**src/rtl/iob_uart_rx_frontend_if.sv**
```systemverilog
// Byte stream handshake between the UART receive front-end and its consumer.
// The master drives data/valid, the slave answers with ready.
interface iob_uart_rx_frontend_if;
   logic [7:0] data_o;
   logic       valid_o;
   logic       ready_i;

   modport master (
      output data_o,
      output valid_o,
      input  ready_i
   );

   modport slave (
      input  data_o,
      input  valid_o,
      output ready_i
   );
endinterface

```
**src/rtl/iob_uart_rx_frontend.sv**
```systemverilog
// UART receive front-end: rxd synchroniser, 8N1 deserialiser, byte FIFO.
// Optional macro IOB_UART_RX_MAJORITY_EN: 2-of-3 majority vote per bit.
module iob_uart_rx_frontend #(
   parameter int FREQ   = 100000000,
   parameter int BAUD   = 115200,
   parameter int FIFO_W = 2
) (
   input  logic clk_i,
   input  logic rst_i,
   input  logic rxd_i,
   iob_uart_rx_frontend_if.master rx_if,
   output logic rts_o,
   output logic frame_err_o,
   output logic overrun_o,
   input  logic clr_i
);
   localparam int DIV   = (FREQ + BAUD / 2) / BAUD;
   localparam int CW    = $clog2(DIV + 1);
   localparam int DEPTH = 2 ** FIFO_W;
   localparam int LW    = FIFO_W + 1;
`ifdef IOB_UART_RX_MAJORITY_EN
   localparam int LATE  = 1;
`else
   localparam int LATE  = 0;
`endif
   localparam logic [CW-1:0] HALF_T   = CW'(DIV / 2 - 1 + LATE);
   localparam logic [CW-1:0] FULL_T   = CW'(DIV - 1);
   localparam logic [LW-1:0] LVL_FULL = LW'(DEPTH);
   localparam logic [LW-1:0] LVL_HIGH = LW'(DEPTH - 1);

`ifdef IOB_UART_RX_MAJORITY_EN
   if (DIV < 4) begin : g_div_chk
      $error("majority sampling needs at least 4 clocks per bit");
   end
`endif

   typedef enum logic [2:0] {
      S_IDLE,
      S_START,
      S_DATA,
      S_STOP,
      S_WAIT
   } state_t;

   logic          sync1_q, sync1_d;
   logic          sync2_q, sync2_d;
   logic          rx;
   logic          bit_val;
`ifdef IOB_UART_RX_MAJORITY_EN
   logic          p1_q, p1_d;
   logic          p2_q, p2_d;
`endif

   state_t        state_q, state_d;
   logic [CW-1:0] cnt_q, cnt_d;
   logic [2:0]    idx_q, idx_d;
   logic [7:0]    shreg_q, shreg_d;
   logic          ferr_q, ferr_d;
   logic          push;

   logic [7:0]        mem_q [DEPTH];
   logic [7:0]        mem_d [DEPTH];
   logic [FIFO_W-1:0] wr_q, wr_d;
   logic [FIFO_W-1:0] rd_q, rd_d;
   logic [LW-1:0]     lvl_q, lvl_d;
   logic              ovr_q, ovr_d;
   logic              pop, full, acc, drop;

   assign rx = sync2_q;

   // Synchroniser chain and the bit decision seen by the FSM
   always_comb begin
      sync1_d = rxd_i;
      sync2_d = sync1_q;
`ifdef IOB_UART_RX_MAJORITY_EN
      p1_d    = rx;
      p2_d    = p1_q;
      bit_val = (rx & p1_q) | (rx & p2_q) | (p1_q & p2_q);
`else
      bit_val = rx;
`endif
   end

   // Frame FSM: start validation, LSB-first shift, stop check
   always_comb begin
      state_d = state_q;
      cnt_d   = cnt_q;
      idx_d   = idx_q;
      shreg_d = shreg_q;
      ferr_d  = 1'b0;
      push    = 1'b0;
      unique case (state_q)
         S_IDLE: begin
            cnt_d = '0;
            if (!rx) state_d = S_START;
         end
         S_START: begin
            if (cnt_q == HALF_T) begin
               cnt_d   = '0;
               idx_d   = '0;
               state_d = bit_val ? S_IDLE : S_DATA;
            end else begin
               cnt_d = cnt_q + CW'(1);
            end
         end
         S_DATA: begin
            if (cnt_q == FULL_T) begin
               cnt_d   = '0;
               shreg_d = {bit_val, shreg_q[7:1]};
               if (idx_q == 3'd7) state_d = S_STOP;
               else idx_d = idx_q + 3'd1;
            end else begin
               cnt_d = cnt_q + CW'(1);
            end
         end
         S_STOP: begin
            if (cnt_q == FULL_T) begin
               cnt_d = '0;
               if (bit_val) begin
                  push    = 1'b1;
                  state_d = S_IDLE;
               end else begin
                  ferr_d  = 1'b1;
                  state_d = S_WAIT;
               end
            end else begin
               cnt_d = cnt_q + CW'(1);
            end
         end
         S_WAIT: begin
            if (rx) state_d = S_IDLE;
         end
         default: state_d = S_IDLE;
      endcase
   end

   // FIFO bookkeeping; a full FIFO still accepts a push when popped
   always_comb begin
      pop   = (lvl_q != '0) && rx_if.ready_i;
      full  = (lvl_q == LVL_FULL);
      acc   = push && (!full || pop);
      drop  = push && full && !pop;
      mem_d = mem_q;
      wr_d  = wr_q;
      rd_d  = rd_q;
      lvl_d = lvl_q;
      if (acc) begin
         mem_d[wr_q] = shreg_q;
         wr_d        = wr_q + FIFO_W'(1);
      end
      if (pop) rd_d = rd_q + FIFO_W'(1);
      if (acc && !pop) lvl_d = lvl_q + LW'(1);
      else if (!acc && pop) lvl_d = lvl_q - LW'(1);
      if (drop) ovr_d = 1'b1;
      else if (clr_i) ovr_d = 1'b0;
      else ovr_d = ovr_q;
   end

   // Line synchroniser registers, idle-high after reset
   always_ff @(posedge clk_i) begin
      if (rst_i) begin
         sync1_q <= 1'b1;
         sync2_q <= 1'b1;
`ifdef IOB_UART_RX_MAJORITY_EN
         p1_q    <= 1'b1;
         p2_q    <= 1'b1;
`endif
      end else begin
         sync1_q <= sync1_d;
         sync2_q <= sync2_d;
`ifdef IOB_UART_RX_MAJORITY_EN
         p1_q    <= p1_d;
         p2_q    <= p2_d;
`endif
      end
   end

   // Frame FSM state and registered framing-error pulse
   always_ff @(posedge clk_i) begin
      if (rst_i) begin
         state_q <= S_IDLE;
         cnt_q   <= '0;
         idx_q   <= '0;
         shreg_q <= '0;
         ferr_q  <= 1'b0;
      end else begin
         state_q <= state_d;
         cnt_q   <= cnt_d;
         idx_q   <= idx_d;
         shreg_q <= shreg_d;
         ferr_q  <= ferr_d;
      end
   end

   // FIFO storage, pointers, level and sticky overrun
   always_ff @(posedge clk_i) begin
      if (rst_i) begin
         for (int i = 0; i < DEPTH; i++) mem_q[i] <= '0;
         wr_q  <= '0;
         rd_q  <= '0;
         lvl_q <= '0;
         ovr_q <= 1'b0;
      end else begin
         mem_q <= mem_d;
         wr_q  <= wr_d;
         rd_q  <= rd_d;
         lvl_q <= lvl_d;
         ovr_q <= ovr_d;
      end
   end

   assign rx_if.data_o  = mem_q[rd_q];
   assign rx_if.valid_o = (lvl_q != '0);
   assign rts_o         = (lvl_q < LVL_HIGH);
   assign frame_err_o   = ferr_q;
   assign overrun_o     = ovr_q;
endmodule

```
**src/flat_wrapper.sv**
```systemverilog
// flat-port wrapper written by rule: the top's interface ports become plain ports
module iob_uart_rx_frontend_flat 
#(
   parameter int FREQ   = 100000000,
   parameter int BAUD   = 115200,
   parameter int FIFO_W = 2
)
  (clk_i, rst_i, rxd_i, rts_o, frame_err_o, overrun_o, clr_i, rx_if_data_o, rx_if_valid_o, rx_if_ready_i);
  iob_uart_rx_frontend_if rx_if_i ();
  input  logic clk_i;
  input  logic rst_i;
  input  logic rxd_i;
  output logic rts_o;
  output logic frame_err_o;
  output logic overrun_o;
  input  logic clr_i;
  output wire logic [$bits(rx_if_i.data_o)-1:0] rx_if_data_o;
  output wire logic [$bits(rx_if_i.valid_o)-1:0] rx_if_valid_o;
  input wire logic [$bits(rx_if_i.ready_i)-1:0] rx_if_ready_i;
  assign rx_if_data_o = rx_if_i.data_o;
  assign rx_if_valid_o = rx_if_i.valid_o;
  assign rx_if_i.ready_i = rx_if_ready_i;
  iob_uart_rx_frontend #(.FREQ(FREQ), .BAUD(BAUD), .FIFO_W(FIFO_W)) u_core (.clk_i(clk_i), .rst_i(rst_i), .rxd_i(rxd_i), .rx_if(rx_if_i), .rts_o(rts_o), .frame_err_o(frame_err_o), .overrun_o(overrun_o), .clr_i(clr_i));
endmodule
```
**config.mk**
```make
export PLATFORM = sky130hd
export DESIGN_NAME = iob_uart_rx_frontend_flat
export DESIGN_NICKNAME = d
export VERILOG_FILES = /design/src/rtl/iob_uart_rx_frontend_if.sv /design/src/rtl/iob_uart_rx_frontend.sv /design/src/flat_wrapper.sv
export SDC_FILE = /design/constraint.sdc
export NUM_CORES = 1
export LEC_CHECK = 0
export ABC_AREA = 1
export CAP_MARGIN = 20
export CORE_MARGIN = 4
export CORE_UTILIZATION = 65
export DETAILED_ROUTE_END_ITERATION = 8
export GPL_ROUTABILITY_DRIVEN = 0
export GPL_TIMING_DRIVEN = 1
export MAX_ROUTING_LAYER = met4
export PLACE_DENSITY = 0.86
export SETUP_SLACK_MARGIN = 0.4
export SLEW_MARGIN = 25
export SYNTH_ARGS = -nofsm -noshare
export SYNTH_HDL_FRONTEND = slang
export SYNTH_SLANG_ARGS = --single-unit
export TNS_END_PERCENT = 100
```
**constraint.sdc**
```tcl
create_clock -name clk_i -period 4.2 [get_ports clk_i]
set_input_delay 1.05 -clock clk_i [delete_from_list [all_inputs] [get_ports clk_i]]
set_output_delay 1.05 -clock clk_i [all_outputs]
set_load 0.05 [all_outputs]
```
* Word-level counts from Yosys, hierarchy flattened
Cells that the tools add are included.
Operators by class: $add $sub $neg 6, $lt $le $gt $ge 4, equality and inequality tests 15, multiplexer cells 30, bitwise logic cells 4, reduce and logical (&&, ||, !) cells 22
Operators by type and width (number):
- 3-bit two-way mux | 12
- 32-bit bitwise mux | 1
- 10-bit one-hot mux with 3 select lines | 1
- 8-bit two-way mux | 3
- 10-bit two-way mux | 2
- 8-bit binary-select mux with 2-bit select | 1
- 8-bit demux with 2-bit select | 1
- 3-bit one-hot mux with 5 select lines | 1
- 10-bit by 1-bit adder with 10-bit output (second input constant) | 1
- 10-bit equality test (second input constant) | 1
- 10-bit by 9-bit equality test with 1-bit output (second input constant) | 1
- 2-bit by 1-bit inequality test with 1-bit output (second input constant) | 5
- 3-bit equality test (second input constant) | 3
- 1-bit logical AND | 7
- 3-bit by 1-bit adder with 3-bit output (second input constant) | 2
- 3-bit by 2-bit equality test with 1-bit output (second input constant) | 2
- 3-bit >= comparator (second input constant) | 2
- 1-bit two-way mux | 6
- 2-bit NOT with 3-bit output | 2
- 3-bit one-hot mux with 2 select lines | 1
- 6-bit AND reduction | 1
- 2-bit nonzero test | 3
- 3-bit nonzero test | 2
- 2-bit by 1-bit adder with 2-bit output (second input constant) | 2
- 14 further kinds | 18
Storage, ports and cells: bits in registers 67, bits of input ports 5, output and inout port bits 12, word-level logic and storage cells 96

* Depth between registers and ports, before layout
Gate-level depths: netlist of run 1.
depth in word-level cells 8, depth in mapped cells 14, gate-level depth less buffers 14

* Worst setup path before layout of run 1
No wires, ideal clock.
kind reg2out, start register u_core.rd_q[0], end output rx_if_data_o[6], arrival 1.725 ns, setup slack 1.425 ns, stages on the path, launching flop included 7, cell sequence dfxtp_1 -> buf_2 -> inv_1 -> clkbuf_1 -> o21ai_0 -> a21oi_1 -> a21oi_1
On the way: longest elaborated chain between the ends 4
RTL lines:
- from (decl) | RTL line iob_uart_rx_frontend.sv:64 | logic [FIFO_W-1:0] rd_q, rd_d;
- from (signal assigned) | RTL line iob_uart_rx_frontend.sv:206 | rd_q <= rd_d;
- 2-bit NOT with 3-bit output (not written as such) | RTL line iob_uart_rx_frontend.sv:212 | assign rx_if.data_o = mem_q[rd_q];
- 8-bit binary-select mux with 2-bit select | RTL line iob_uart_rx_frontend.sv:212
- 8-bit two-way mux (not written as such) (2 in series) | RTL line iob_uart_rx_frontend.sv:212
- to (decl) | RTL line flat_wrapper.sv:17 | output wire logic [$bits(rx_if_i.data_o)-1:0] rx_if_data_o;
No other way between the ends. The select of a mux whose other input is x is not followed.

* Worst setup path after layout of run 1
start register u_core.rd_q[0], end output rx_if_data_o[1]
The elaborated chain is that of the path after synthesis.

==> results of run 1 <==
[metrics by stage]
| stage | setup WS [ns] | util | area (um^2) | std cells |
|---|---|---|---|---|
| after global placement | 1.055 | 0.7059 | 3628 | 582 |
| after CTS | 0.5831 | 0.7437 | 3822 | 598 |
| after global routing | 0.4685 | 0.7502 | 3856 | 601 |
| final | 0.5920 | 0.7502 | 3856 | 601 |
| after detailed placement | 0.9612 | 0.7059 | 3628 | 582 |
| after floorplan | 1.425 | - | 3482 | 511 |
[cells by family (layout without fill, tap and decap cells)]
logic type / count (synthesis) / count (layout) / share of synthesized area
simple gates: 255 / 255 / 0.3331
buf+inv: 94 / 114 / 0.1168
compound gates: 82 / 82 / 0.1193
flops: 67 / 67 / 0.3852
fa+ha+maj: 10 / 10 / 0.03809
xor+xnor: 3 / 3 / 0.007547
[layer usage]
metal  track usage  up-vias  wire length, um
met5             -        -                0
met4        0.1064        0              170
met3       0.03437       16              450
met2        0.4113      111             3373
met1        0.3052     1384             3344
li1              -     1614                -
[final cells by class]
cell class | instances | area [um^2]
Clock inverter | 5 | 52.55
Sequential cell | 67 | 1341
Timing Repair inverter | 1 | 5.005
Timing Repair Buffer | 19 | 192.7
Clock buffer | 11 | 141.4
Inverter | 78 | 301.5
Tap cell | 70 | 87.58
Multi-Input combinational cell | 350 | 1734
Fill cell | 429 | 1284
[power by group through the flow]
stage          Combinational (W)  Clock, W  Sequential (W)
2_1_floorplan           0.000428         0        0.000723
3_3_place_gp            0.000510         0        0.000750
3_5_place_dp            0.000532         0        0.000753
4_1_cts                 0.000540  0.000535        0.000739
5_1_grt                 0.000622  0.000562        0.000751
6_report                0.000562  0.000529        0.000743
[state kept, by name, summed over array words and instances (netlist names)]
| signal | count |
|---|---|
| u_core.lvl_q | 3 |
| u_core.overrun_o | 1 |
| u_core.bit_val | 1 |
| u_core.cnt_q | 10 |
| u_core.frame_err_o | 1 |
| u_core.mem_q | 32 |
| u_core.wr_q | 2 |
| u_core.sync1_q | 1 |
| u_core.shreg_q | 8 |
| u_core.rd_q | 2 |
| u_core.state_q | 3 |
| u_core.idx_q | 3 |
[worst min-delay path by stage]
stage	from	endpoint	slack (ns)	cells after the start
finish	u_core.sync1_q$_SDFF_PP1_	u_core.bit_val$_SDFF_PP1_	0.41	1
global placement	u_core.sync1_q$_SDFF_PP1_	u_core.bit_val$_SDFF_PP1_	0.39	1
detailed placement	u_core.sync1_q$_SDFF_PP1_	u_core.bit_val$_SDFF_PP1_	0.40	1
floorplan	u_core.sync1_q$_SDFF_PP1_	u_core.bit_val$_SDFF_PP1_	0.39	1
CTS	u_core.sync1_q$_SDFF_PP1_	u_core.bit_val$_SDFF_PP1_	0.41	1
global route	u_core.sync1_q$_SDFF_PP1_	u_core.bit_val$_SDFF_PP1_	0.42	1
[worst max-delay path, stage by stage (launching register included)]
cell,delay (ns)
dfxtp_1,0.60
clkinvlp_2,0.58
a21oi_1,0.27
a21oi_1,0.06
clkdlybuf4s50_1,0.70
[timing repair]
item,CTS,global route
endpoints found under the setup margin,0,7
resized for setup,0,5
buffers inserted,0,2
[Yosys cell counts (2+ instances only)]
library cell and n:
inv_1 73, nor2_4 3, nand2_1 127, inv_2 3, xor2_1 2, a21oi_1 54, dfxtp_1 67, nor2_1 86
nand3_1 14, clkbuf_1 7, clkbuf_8 2, buf_2 2, nand4_1 5, buf_6 3, nand3b_1 3, nand2_2 2
ha_1 9, or2_2 2, nand3_4 2, nand4_4 4, o21ai_0 26, nor3_1 4
==> reports/results.ini, run 1 <==
[finish]
fin_nets = 541
antenna_cells = 0
mostFrequentLayoutCells = nand2_1 (127), nor2_1 (86), inv_1 (72)
final_common_cell = nand2_1
syn_to_final_growth_pct = 10.74
drive_gt1_frac = 0.07533

[drt]
drtAntennaViolNets = 0
drc = 0
totalWireLength_mm = 7.338
vias = 3125
drtIter0Drc = 237
wire_per_inst_um = 12.21
via_per_inst = 5.200
drtPass1Iterations = 5

[floorplanning]
die_y_um = 81.19
coreArea_mm2 = 0.005140
placementRows = 26
start_util = 0.6775
die-area_mm2 = 0.006592
die_x_um = 81.19
pin_count = 17

[setup_path]
cp.arrival_ns = 2.56
critPathLaunchType = register
cp.required_ns = 3.15
critPathCaptureType = output pin
r2r-start = u_core.cnt_q[0]$_SDFFE_PP0P_
path_class = register to output pin
reg2reg_to = u_core.lvl_q[2]$_SDFFE_PP0P_
reg2reg_slack_ns = 1.59
endpoint = rx_if_data_o[1]
critPathMaxFanout = 12
rr_worst_depth = 14
critical_path.startpoint = u_core.rd_q[0]$_SDFFE_PP0P_

[timing]
fin_tns_setup_ns = 0
tightest_slew_ns = 0.6125
skew_ns = 0.009339
finalHoldViolCount = 0
min_period_ns = 3.608
fmax_ghz = 0.2772
setup_viol = 0
whs_ns = 0.4105
relSlewSlack = 0.5911
rsz0062_at_grt = no
maxSlewViolCount = 0
fin_crit_sh = 0.8590

[pwr]
power_frac_comb = 0.306
seqPwrFrac = 0.405
ir_worst_vdd_v = 0.0003112
clock_power_share = 0.288
net-switching-power_w = 0.0006973
switching_share = 0.3801
internal_power_w = 0.001137
power_density_mw_per_mm2 = 475.7
finalPower_w = 0.001834
leakage_nw = 1.954

[synth]
synthArstFlopShare = 0
synth_seq_area_share = 0.3852
synth.top_cells.by_area = dfxtp_1 (39%), nand2_1 (14%), nor2_1 (9.3%)
synth_ff_type = dfxtp_1
syn_inst = 511
synth_cell_types = 33
syn_area_mm2 = 0.003482
yosysTopAreaCell = dfxtp_1
synth_seq_cells = 67
syn_area_per_cell_um2 = 6.814
synth_top_area_frac = 0.3852
yosysWarnings = 0
syn_nets = 526
synth-edff-count = 0

[placement]
port_buffers = 16
hpwl_mm = 4.726

[cts]
root_buffer = clkbuf_8
hold_buffers = 0
cts_tree = done
cts_made_buffers = 9
clockBufferDepth = 2
clk_pin_slew_worst_paths_ns = 0.07
clock_latency_ns = 0.34
htreeDepth = 3
clock-sinks = 67

[job]
cap_violations = 0

[grt]
grt_max_degree = 55
overflow = 0
grt_pass1_wl_mm = 12.56
gr-usage-all-layers = 0.2494
antenna_found_initial = 0
grt_pass1_vias = 2911

[hold_path]
hold_path.class = register to register

[outcome]
outcome = completed

Power figures use the tool's default switching activity.
==> run 2, diff against run 1 <==
--- a/config.mk
+++ b/config.mk
@@ -13,7 +13,7 @@
 export GPL_ROUTABILITY_DRIVEN = 0
 export GPL_TIMING_DRIVEN = 1
 export MAX_ROUTING_LAYER = met4
-export PLACE_DENSITY = 0.86
+export PLACE_DENSITY = 0.84
 export SETUP_SLACK_MARGIN = 0.4
 export SLEW_MARGIN = 25
 export SYNTH_ARGS = -nofsm -noshare
==> run 2 against run 1 <==
Effect of this change:
- die area did not move
- routed wire length fell by 2.9%
- sequential cell count stayed put
- sequential share of layout area is 0.20 points higher
- global-route usage up 0.096 points
- clock-buffer cell count did not move
- power is 1.4% lower
- critical path depth up 1
- non-clock buffer count down 2
- final cell count fell by 0.33%
- design area decreased by 0.58%
- largest cell class unchanged
==> reports/results.ini, run 2 (synthesis results as in run 1) <==
[placement]
place_area_mm2 = 0.003628  ; unchanged
hpwl_mm = 4.777  ; +1.1%
port_buffers = 16  ; unchanged
place_ws_ns = 0.9648  ; +0.003626 ns

[floorplanning]
placementRows = 26  ; unchanged
pin_count = 17  ; unchanged
die-area_mm2 = 0.006592  ; unchanged
die_y_um = 81.19  ; unchanged
start_util = 0.6775  ; unchanged
die_x_um = 81.19  ; unchanged
coreArea_mm2 = 0.005140  ; unchanged

[timing]
fin_crit_sh = 0.8695  ; +0.01049
min_period_ns = 3.652  ; +0.04406 ns
fin_tns_setup_ns = 0  ; unchanged
skew_ns = 0.006419  ; -0.002920 ns
finalHoldViolCount = 0  ; unchanged
relSlewSlack = 0.6155  ; +0.02440
rsz0062_at_grt = no
fmax_ghz = 0.2738  ; -1.2%
setup_viol = 0  ; unchanged
tightest_slew_ns = 0.5759  ; -0.03655 ns
maxSlewViolCount = 0  ; unchanged
finalWorstSetupSlack_ns = 0.5479  ; -0.04406 ns
whs_ns = 0.4100  ; -0.0005150 ns

[setup_path]
reg2reg_slack_ns = 1.58  ; about the same
cp.arrival_ns = 2.60  ; +0.04 ns
slowest_delay_ns = 0.86  ; +0.16 ns
crit_path_top_delay_cell = clkdlybuf4s50_1
critPathMaxFanout = 13  ; +1
critPathBufInv = 2  ; unchanged
rr_worst_depth = 14  ; unchanged
reg2reg_to = u_core.lvl_q[2]$_SDFFE_PP0P_
crit_path_cell_trace = clkinvlp_4 -> o21ai_0 -> a21oi_1 -> a21oi_1 -> clkdlybuf4s50_1
cp_top_family = buffers and inverters
cpMostUsedCell = a21oi_1
r2r-start = u_core.cnt_q[0]$_SDFFE_PP0P_
critPathLaunchType = register
critPathCaptureType = output pin
cp.required_ns = 3.15  ; about the same
path_class = register to output pin

[cts]
root_buffer = clkbuf_8
ctsResizeCount = 0  ; unchanged
clock-sinks = 67  ; unchanged
clk_pin_slew_worst_paths_ns = 0.07  ; about the same
hold_buffers = 0  ; unchanged
clockBufferDepth = 2  ; unchanged
htreeDepth = 3  ; unchanged
cts_setup_buffers = 0  ; unchanged
cts_tree = done
clock_latency_ns = 0.33  ; about the same
cts_made_buffers = 9  ; unchanged

[pwr]
finalPower_w = 0.001809  ; -1.4%
ir_worst_vdd_v = 0.0002681  ; -14%
power_density_mw_per_mm2 = 471.9  ; -0.81%
leakage_nw = 1.890  ; -3.3%

[drt]
drc = 0  ; unchanged
via_per_inst = 5.220  ; +0.40%
drtAntennaViolNets = 0  ; unchanged
drtPass1Iterations = 7  ; +2
totalWireLength_mm = 7.122  ; -2.9%
vias = 3127  ; +0.064%
drtIter0Drc = 176  ; -26%
wire_per_inst_um = 11.89  ; -2.6%

[grt]
grt_pass1_wl_mm = 12.68  ; +0.93%
grt_max_degree = 54  ; -1.8%
overflow = 0  ; unchanged
grt_pass1_vias = 2973  ; +2.1%
antenna_found_initial = 0  ; unchanged
gr-usage-all-layers = 0.2504  ; +0.0009599

[finish]
biggestRegsByFlops = u_core.mem_q (32), u_core.cnt_q (10), u_core.shreg_q (8)
drive_gt1_frac = 0.07183  ; -0.003496
fin_nets = 539  ; -0.37%
design_area_mm2 = 0.003834  ; -0.58%
syn_to_final_growth_pct = 10.10
regMostFlops = u_core.mem_q
largest_reg_flops = 32  ; unchanged
mostFrequentLayoutCells = nand2_1 (127), nor2_1 (86), inv_1 (72)
antenna_cells = 0  ; unchanged
final_common_cell = nand2_1

[outcome]
outcome = completed

[hold_path]
hp-start = u_core.sync1_q$_SDFF_PP1_
whs_path_depth = 1  ; unchanged
min_to = u_core.bit_val$_SDFF_PP1_
hold_path.class = register to register

[job]
cap_violations = 0  ; unchanged

## run 2: cell count changes in the layout (fill, tap and decap cells not counted), sizes merged
| cell | before | now |
|---|---|---|
| clkdlybuf4s50 | 12 | 15 |
| buf | 3 | 1 |
| dlymetal6s2s | 4 | 1 |
## run 2: worst max path at each step
stage                                start               to  depth (start not counted)
5_1_grt        u_core.rd_q[0]$_SDFFE_PP0P_  rx_if_data_o[1]                          5
4_1_cts        u_core.rd_q[0]$_SDFFE_PP0P_  rx_if_data_o[0]                          5
2_1_floorplan  u_core.rd_q[0]$_SDFFE_PP0P_  rx_if_data_o[6]                          6
6_report       u_core.rd_q[0]$_SDFFE_PP0P_  rx_if_data_o[1]                          5
3_3_place_gp   u_core.rd_q[0]$_SDFFE_PP0P_  rx_if_data_o[4]                          5
3_5_place_dp   u_core.rd_q[0]$_SDFFE_PP0P_  rx_if_data_o[0]                          5
## run 2: layer usage
layer / vias up / track usage / share of wire
met1: 1422 / 0.3083 / 0.46
met5: - / - / 0
met3: 15 / 0.04324 / 0.042
met2: 79 / 0.4072 / 0.48
li1: 1611 / - / -
met4: 0 / 0.1014 / 0.016
## run 2: final cells by class
| cell class | instances | area, um^2 |
|---|---|---|
| sequential | 67 | 1341 |
| inverter | 78 | 301.5 |
| tap | 70 | 87.58 |
| clock buffer | 11 | 141.4 |
| timing repair buffer | 17 | 170.2 |
| multi-input combinational | 350 | 1734 |
| fill | 416 | 1306 |
| clock inverter | 5 | 52.55 |
| timing repair inverter | 1 | 5.005 |
## run 2: per-stage QoR
stage,util,instances
2_1_floorplan,-,511
3_3_place_gp,0.7059,582
3_5_place_dp,0.7059,582
4_1_cts,0.7437,598
5_1_grt,0.7459,599
6_report,0.7459,599
## run 2: where the power goes
group,switching (W),internal (W)
Combinational,0.000374,0.000166
Clock,0.000239,0.000288
Sequential,0.0000674,0.000675
Total,0.000681,0.00113
==> run 3, diff against run 2 <==
--- a/config.mk
+++ b/config.mk
@@ -7,11 +7,11 @@
 export LEC_CHECK = 0
 export ABC_AREA = 1
 export CAP_MARGIN = 20
-export CORE_MARGIN = 4
+export CORE_MARGIN = 2
 export CORE_UTILIZATION = 65
 export DETAILED_ROUTE_END_ITERATION = 8
 export GPL_ROUTABILITY_DRIVEN = 0
-export GPL_TIMING_DRIVEN = 1
+export GPL_TIMING_DRIVEN = 0
 export MAX_ROUTING_LAYER = met4
 export PLACE_DENSITY = 0.84
 export SETUP_SLACK_MARGIN = 0.4
==> run 3 against run 2 <==
Effect of this change:
- clock skew increased by 0.0016 ns
- global-route usage increased by 4.0 points
- first-iteration DRC count increased by 16%
- routed wire length increased by 6.0%
- via count about the same
- highest routed layer unchanged
==> reports/results.ini, run 3 (synthesis results as in run 1) <==
[setup_path]
crit_path_cell_trace = buf_2 -> inv_1 -> clkbuf_1 -> o21ai_0 -> a21oi_1 -> a21oi_1 -> clkdlybuf4s50_1
critPathLaunchType = register
crit_path_top_delay_cell = clkdlybuf4s50_1
cp.arrival_ns = 2.55  ; -0.05 ns
cp.required_ns = 3.15  ; about the same
critPathBufInv = 4  ; +2
cpMostUsedCell = a21oi_1
reg2reg_slack_ns = 1.61  ; +0.03 ns
critPathCaptureType = output pin
critPathMaxFanout = 10  ; -3
cp_top_family = buffers and inverters
slowest_delay_ns = 0.81  ; -0.05 ns
path_class = register to output pin

[drt]
wire_per_inst_um = 12.32  ; +3.6%
met3_length_um = 376  ; +25%
wl_met2_mm = 3.580  ; +3.9%
drtIter0Drc = 205  ; +16%
top_layer = met4
drtAntennaViolNets = 0  ; unchanged
drt-met1-wl_mm = 3.496  ; +7.4%
drtPass1Iterations = 4  ; -3
totalWireLength_mm = 7.550  ; +6.0%
via_per_inst = 5.098  ; -2.3%
vias = 3125  ; -0.064%
drc = 0  ; unchanged

[finish]
mostFrequentLayoutCells = nand2_1 (127), nor2_1 (86), inv_1 (73)
ff_latch_area_mm2 = 0.001341  ; unchanged
fin_nets = 553  ; +2.6%
syn_to_final_growth_pct = 12.76
drive_gt1_frac = 0.07919  ; +0.007356
largest_reg_flops = 32  ; unchanged
num-fill-cells = 417  ; +0.24%
final_common_cell = nand2_1
multiInputGateArea_mm2 = 0.001734  ; unchanged
fin_util = 0.7639  ; +0.01801
antenna_cells = 0  ; unchanged
regMostFlops = u_core.mem_q
biggestRegsByFlops = u_core.mem_q (32), u_core.cnt_q (10), u_core.shreg_q (8)

[cts]
cts_tree = done
htreeDepth = 3  ; unchanged
root_buffer = clkbuf_8
clock-sinks = 67  ; unchanged
hold_buffers = 0  ; unchanged
clk_pin_slew_worst_paths_ns = 0.07  ; about the same
ctsResizeCount = 0  ; unchanged
cts_made_buffers = 9  ; unchanged
clock_latency_ns = 0.34  ; about the same
cts_setup_buffers = 0  ; unchanged
clockBufferDepth = 2  ; unchanged

[floorplanning]
die_y_um = 77.19  ; -4.9%
coreArea_mm2 = 0.005140  ; unchanged
placementRows = 26  ; unchanged
pin_count = 17  ; unchanged
start_util = 0.6775  ; unchanged
die-area_mm2 = 0.005958  ; -9.6%
die_x_um = 77.19  ; -4.9%

[outcome]
outcome = completed

[timing]
skew_ns = 0.007990  ; +0.001571 ns
fin_tns_setup_ns = 0  ; unchanged
rsz0062_at_grt = no
fmax_ghz = 0.2778  ; +1.5%
tightest_slew_ns = 0.5245  ; -0.05148 ns
min_period_ns = 3.599  ; -0.05266 ns
setup_viol = 0  ; unchanged
maxSlewViolCount = 0  ; unchanged
finalHoldViolCount = 0  ; unchanged
fin_crit_sh = 0.8570  ; -0.01254
relSlewSlack = 0.6504  ; +0.03484

[grt]
grt_max_degree = 12  ; -78%
gr-usage-all-layers = 0.2906  ; +0.04028
antenna_found_initial = 0  ; unchanged
grt_pass1_vias = 3057  ; +2.8%
grt_pass1_wl_mm = 13.50  ; +6.5%
overflow = 0  ; unchanged

[pwr]
leakage_nw = 1.945  ; +2.9%
power_density_mw_per_mm2 = 463.5  ; -1.8%
ir_worst_vdd_v = 0.0002749  ; +2.5%

[placement]
hpwl_mm = 5.457  ; +14%
port_buffers = 16  ; unchanged

[job]
cap_violations = 0  ; unchanged

[hold_path]
hold_path.class = register to register

[run 3: worst paths after layout]
path / startpoint / to / cells after the start
min reg2reg: u_core.sync1_q$_SDFF_PP1_ / u_core.bit_val$_SDFF_PP1_ / 1
min: u_core.sync1_q$_SDFF_PP1_ / u_core.bit_val$_SDFF_PP1_ / 1
max reg2reg: u_core.cnt_q[0]$_SDFFE_PP0P_ / u_core.lvl_q[2]$_SDFFE_PP0P_ / 14
max: u_core.rd_q[0]$_SDFFE_PP0P_ / rx_if_data_o[5] / 7
[run 3: power by group]
part	total (W)	switching, W	internal [W]
clock	0.000531	0.000243	0.000287
sequential	0.000717	0.0000428	0.000675
combinational	0.000572	0.000398	0.000174
[run 3: cell type report]
type / count / share of cell area
repair buffers: 16 / 0.04143
clock inverters: 5 / 0.01338
flip-flops and latches: 67 / 0.3416
plain buffers: 16 / 0.02772
well taps: 70 / 0.02231
inverters: 78 / 0.07584
multi-input cells: 350 / 0.4417
clock buffers: 11 / 0.03601
[run 3: per-stage QoR]
stage	cell area [um^2]	cells	hold WS, ns	power (W)	setup slack [ns]
2_1_floorplan	3482	511	0.3895	0.001151	1.425
3_3_place_gp	3730	597	0.3935	0.001286	0.9433
3_5_place_dp	3730	597	0.3991	0.001301	0.9588
4_1_cts	3924	613	0.4183	0.001830	0.5897
5_1_grt	3926	613	0.4241	0.001935	0.4215
6_report	3926	613	0.4157	0.001820	0.6006
[run 3: layer usage]
metal,track usage,vias to the layer above
li1,-,1636
met1,0.3587,1403
met2,0.4635,77
met3,0.06353,9
met4,0.1161,0
met5,-,-
